`src/rtl/cacheline_pkg.sv`:
```
// Shared constants and types for the cache-line to memory-burst adapter.
// The state enum is shared so the bench can name the debug state output.
package cacheline_pkg;

  localparam int LINE_W   = 256;
  localparam int BURST_W  = 64;
  localparam int ADDR_W   = 32;
  localparam int NBEATS   = LINE_W / BURST_W;
  localparam int OFFSET_W = 5;
  localparam int CNT_W    = 2;

  typedef enum logic [1:0] {
    IDLE  = 2'd0,
    READ  = 2'd1,
    WRITE = 2'd2,
    DONE  = 2'd3
  } adapter_state_t;

  typedef logic [LINE_W-1:0]  line_t;
  typedef logic [BURST_W-1:0] beat_t;

endpackage

```
`src/rtl/cacheline_adapter.sv`:
```
// Splits 256-bit cache-line reads/writes into 4-beat 64-bit memory bursts.
// Every output is decoded from registered state; no input reaches an output combinationally.
module cacheline_adapter
  import cacheline_pkg::*;
#(
  parameter int LINE_W  = cacheline_pkg::LINE_W,
  parameter int BURST_W = cacheline_pkg::BURST_W,
  parameter int ADDR_W  = cacheline_pkg::ADDR_W
) (
  input  logic                 clk,
  input  logic                 rst,
  input  logic [LINE_W-1:0]    line_i,
  output logic [LINE_W-1:0]    line_o,
  input  logic [ADDR_W-1:0]    address_i,
  input  logic                 read_i,
  input  logic                 write_i,
  output logic                 resp_o,
  input  logic [BURST_W-1:0]   burst_i,
  output logic [BURST_W-1:0]   burst_o,
  output logic [ADDR_W-1:0]    address_o,
  output logic                 read_o,
  output logic                 write_o,
  input  logic                 resp_i,
  output adapter_state_t       state_o
);

  localparam logic [CNT_W-1:0] LAST_BEAT = CNT_W'(LINE_W / BURST_W - 1);

  adapter_state_t      state_q, state_d;
  logic [CNT_W-1:0]    cnt_q, cnt_d;
  logic [ADDR_W-1:0]   addr_q, addr_d;
  logic [LINE_W-1:0]   wline_q, wline_d;
  logic [LINE_W-1:0]   rbuf_q, rbuf_d;
  logic [LINE_W-1:0]   line_q, line_d;
  logic [ADDR_W-1:0]   aligned_addr;

  assign aligned_addr = {address_i[ADDR_W-1:OFFSET_W], {OFFSET_W{1'b0}}};

  always_comb begin
    state_d = state_q;
    cnt_d   = cnt_q;
    addr_d  = addr_q;
    wline_d = wline_q;
    rbuf_d  = rbuf_q;
    line_d  = line_q;
    case (state_q)
      IDLE: begin
        // Write has priority if the cache ever raises both requests.
        if (write_i) begin
          wline_d = line_i;
          addr_d  = aligned_addr;
          cnt_d   = '0;
          state_d = WRITE;
        end else if (read_i) begin
          addr_d  = aligned_addr;
          cnt_d   = '0;
          state_d = READ;
        end
      end
      READ: begin
        if (resp_i) begin
          rbuf_d[BURST_W*cnt_q +: BURST_W] = burst_i;
          cnt_d = cnt_q + CNT_W'(1);
          if (cnt_q == LAST_BEAT) begin
            // line_o only changes once a full line has been assembled.
            line_d  = rbuf_d;
            state_d = DONE;
          end
        end
      end
      WRITE: begin
        if (resp_i) begin
          cnt_d = cnt_q + CNT_W'(1);
          if (cnt_q == LAST_BEAT) begin
            state_d = DONE;
          end
        end
      end
      DONE: begin
        state_d = IDLE;
      end
      default: begin
        state_d = IDLE;
      end
    endcase
  end

  always_ff @(posedge clk) begin
    if (rst) begin
      state_q <= IDLE;
      cnt_q   <= '0;
      addr_q  <= '0;
      wline_q <= '0;
      rbuf_q  <= '0;
      line_q  <= '0;
    end else begin
      state_q <= state_d;
      cnt_q   <= cnt_d;
      addr_q  <= addr_d;
      wline_q <= wline_d;
      rbuf_q  <= rbuf_d;
      line_q  <= line_d;
    end
  end

  assign read_o    = (state_q == READ);
  assign write_o   = (state_q == WRITE);
  assign resp_o    = (state_q == DONE);
  assign address_o = addr_q;
  assign line_o    = line_q;
  assign burst_o   = wline_q[BURST_W*cnt_q +: BURST_W];
  assign state_o   = state_q;

endmodule
```
`config.mk`:
```
export PLATFORM = sky130hd
export DESIGN_NAME = cacheline_adapter
export DESIGN_NICKNAME = d
export VERILOG_FILES = /design/src/rtl/cacheline_pkg.sv /design/src/rtl/cacheline_adapter.sv
export SDC_FILE = /design/constraint.sdc
export NUM_CORES = 2
export LEC_CHECK = 0
export CORE_AREA = 2 2 281 283
export CTS_CLUSTER_SIZE = 14
export DETAILED_ROUTE_END_ITERATION = 7
export DIE_AREA = 0 0 283 285
export PLACE_DENSITY_LB_ADDON = 0.3
export SYNTH_ARGS = -nofsm -noshare
export SYNTH_HDL_FRONTEND = slang
export SYNTH_SLANG_ARGS = --single-unit
```
`constraint.sdc`:
```
create_clock -name clk -period 2.4 [get_ports clk]
set_clock_uncertainty 0.05 [all_clocks]
set_input_delay 0.48 -clock clk [delete_from_list [all_inputs] [get_ports clk]]
set_output_delay 0.48 -clock clk [all_outputs]
set_load 0.01 [all_outputs]
```
==> flow_summary_export.csv <==
group,metric,value,unit
routing,wl_per_cell,22.1,um
setup_path,crit_top_cell,"buf_12",
place,hpwl,71700,um
setup_path,reg2reg_depth,8,
synthesis,ys.flop_type,"dfxtp_1",
timing,maxSlewViolCount,0,
clock_tree,cts_root_buf,"clkbuf_16",
timing,hold_violations,0,
place,place_area,36800,sq um
setup_path,worst_path_max_delay_cell,"mux4_2",
finish,drive_above_1_share,11.0,%
routing,drtAntennaViolNets,0,
routing,routed_wl,108000,um
timing,max_clock_freq,0.389,GHz
global_route,grt_pass1_wl,162000,um
timing,min_period,2.57,ns
place,gp_congestion,0.900,
global_route,track_usage,25.7,%
run_status,run_status,"finished, violations left",
setup_path,critical_path_class,"flop to output port",
place,place_ws,-0.0398,ns
clock_tree,clock_tree.buffer_depth,3,
setup_path,path_max_fanout,8,
global_route,grt_pass1_vias,25441,
global_route,antenna_found_initial,17,
setup_path,cp.arrival,2.04,ns
routing,num_vias,26669,
place,io_buffers,703,
die,boundaryPins,714,
finish,final_cell_count_no_fill,4901,
clock_tree,cts_hold_buf,0,
pwr,leakage,14.7,nW
clock_tree,htreeDepth,3,
setup_path,crit_chain,"buf_12, buf_12, mux4_2, buf_6",
synthesis,ys_types,40,
timing,layout_setup_ws,-0.170,ns
pwr,power_density,923,nW/um^2
run_status,violations,"negative setup slack",
clock_tree,clock_latency,0.65,ns
timing,timing.slew.headroom,45.8,%
setup_path,r2r_slack,0.14,ns
synthesis,async_flop_share,0,%
global_route,grt_overflow_total,0,
worst_hold_path,worstHoldPathCells,2,
routing,drc,0,
clock_tree,clkTransAtPathRegs,0.07,ns
timing,worst_slew_pin_slew,0.813,ns
clock_tree,cts_tree,"done",
finish,ff_latch_area,14700,sq um
synthesis,synth_warnings,0,
die,die_area,80700,sq um
finish,design_area,40000,sq um
finish,n_fill_cell,7184,
setup_path,reg2reg_from,"cnt_q[1]",
die,num_rows,103,
setup_path,r2r-end,"rbuf_q[44]",
worst_hold_path,min_to,"rbuf_q[125]",
worst_hold_path,hp-class,"primary input to flop",
finish,fin_nets,4142,
setup_path,endpoint_kind,"output port",
setup_path,cp_top_family,"multiplexers",
synthesis,synth_area_per_cell,8.90,sq um
timing,rsz0062_at_grt,"yes",
place,dp_cells,4726,
clock_tree,numCtsBuffers,82,
routing,routed_via_density,5.44,
clock_tree,clock-sinks,735,
setup_path,path_buf_inv,3,
synthesis,synth_cells,3179,
setup_path,worst_ep_required_time,1.87,ns
routing,drt_iter0_drc,2307,
setup_path,start_kind,"flop",
synthesis,synth_edf_count,0,
synthesis,syn_area,28300,sq um
finish,multi_input_area,12000,sq um
worst_hold_path,hold_start,"rst",
flow_run,max_cap_violations,0,
die,die_h,285,um
synthesis,synth_seq_cells,735,
timing,fin_crit_sh,107,%
die,die_w,283,um
finish,synthToLayoutAreaGrowth,41.5,%
die,start_util,36.3,%
routing,drt_pass1_iterations,6,
setup_path,cpPeakStageDelay,0.56,ns
global_route,grt_max_degree,175,
die,design.core.area,78000,sq um
timing,finalSetupViolCount,64,
synthesis,yosysSeqAreaShare,52.0,%
pwr,ir_worst_vdd,658,uV
## report_power, final
part,internal (mW),switching (mW),leakage [nW]
clock,8.26,5.49,1.45
sequential,13.1,0.506,5.97
combinational,3.93,5.66,7.32
## flip-flops by register name (all words and copies together) (netlist names)
register and flops:
rbuf_q 192, wline_q 256, address_o 27, cnt_q 2, line_o 256, state_o 2
## layer usage
metal / track usage (%) / vias up / part of all wire [%]
met3: 7.10 / 173 / 8.7
met1: 32.6 / 12960 / 41
met2: 41.9 / 1058 / 47
met4: 9.47 / 8 / 3.2
li1: - / 12470 / -
met5: 0 / - / 0.049
## synth_stat cells (all sizes together) (2+ instances only)
cell type	number	area (sq um)
dfxtp	735	14700
nand2	635	2380
a21oi	476	2390
nor2	256	961
o21ai	194	975
buf	183	1070
clkbuf	144	542
nand3	131	656
a32oi	129	1130
a221oi	128	1120
a22o	64	561
mux4	64	1440
ha	11	138
inv	8	30.0
and2	2	15.0
and4bb	2	25.0
mux2i	2	20.0
nor3b	2	15.0
o311ai	2	17.5
o31ai	2	15.0
## repair_timing
| action | CTS | global route |
|---|---|---|
| gates resized for setup | 343 | 21 |
| cloned | 4 | 0 |
| endpoints found under the setup margin | 66 | 69 |
| setup buffers | 4 | 7 |
## stage by stage
step                TNS [ns]  hold WS (ns)  utilization (%)  power (mW)
global route          -10.03        0.0855             51.3        38.5
CTS                    -9.80        0.0671             51.1        37.1
global placement     -0.0119         0.389             47.1        23.0
detailed placement   -0.0431         0.393             47.1        23.1
finish                 -6.20         0.107             51.3        37.0
floorplan                  0         0.383                -        18.9
## logic make-up (layout without fill, tap and decap cells)
logic type / count (synthesis) / in the layout / share of synthesized area (%)
AND/OR/NAND/NOR: 1033 / 1033 / 14.5
AO/OA/AOI/OAI: 998 / 998 / 22.0
flip-flops: 735 / 735 / 52.0
buffers and inverters: 335 / 991 / 5.81
multiplexers: 66 / 66 / 5.16
adder cells (fa/ha/maj): 11 / 11 / 0.486
other: 1 / 17 / 0.0133
## worst max-delay path by stage
stage | start | to | slack, ns | cells after the start
global route | cnt_q[0] | burst_o[37] | -0.22 | 4
detailed placement | resp_i | line_o[60] | -0.04 | 5
floorplan | cnt_q[1] | line_o[10] | 0.04 | 9
finish | cnt_q[0] | burst_o[37] | -0.17 | 4
global placement | resp_i | line_o[60] | -0.01 | 5
CTS | cnt_q[0] | burst_o[37] | -0.23 | 4
## layout make-up
type	count	share of cell area, %
Tap cell	1050	3.28
Clock inverter	43	1.76
Clock buffer	106	5.73
Sequential cell	735	36.8
Inverter	8	0.0938
Timing Repair Buffer	834	22.2
Antenna cell	12	0.0750
Multi-Input combinational cell	2113	30.1
## cell usage in the layout, fill, tap and decap left out, types with 3 or more instances in the layout
cell / n
dfxtp_1: 732
clkdlybuf4s50_1: 635
nand2_1: 634
a21oi_1: 475
nor2_1: 256
o21ai_0: 181
a32oi_1: 129
nand3_1: 128
a221oi_1: 128
clkbuf_16: 83
mux4_2: 64
a22o_1: 64
buf_4: 64
buf_12: 61
buf_6: 54
clkinv_2: 14
bufinv_16: 13
clkbuf_8: 13
diode_2: 12
o21ai_1: 12
ha_1: 10
clkbuf_1: 10
buf_2: 10
clkinvlp_4: 6
conb_1: 5
inv_1: 4
clkinv_16: 4
buf_16: 4
nand3_4: 3
inv_6: 3
(Power assumes the default switching activity.)
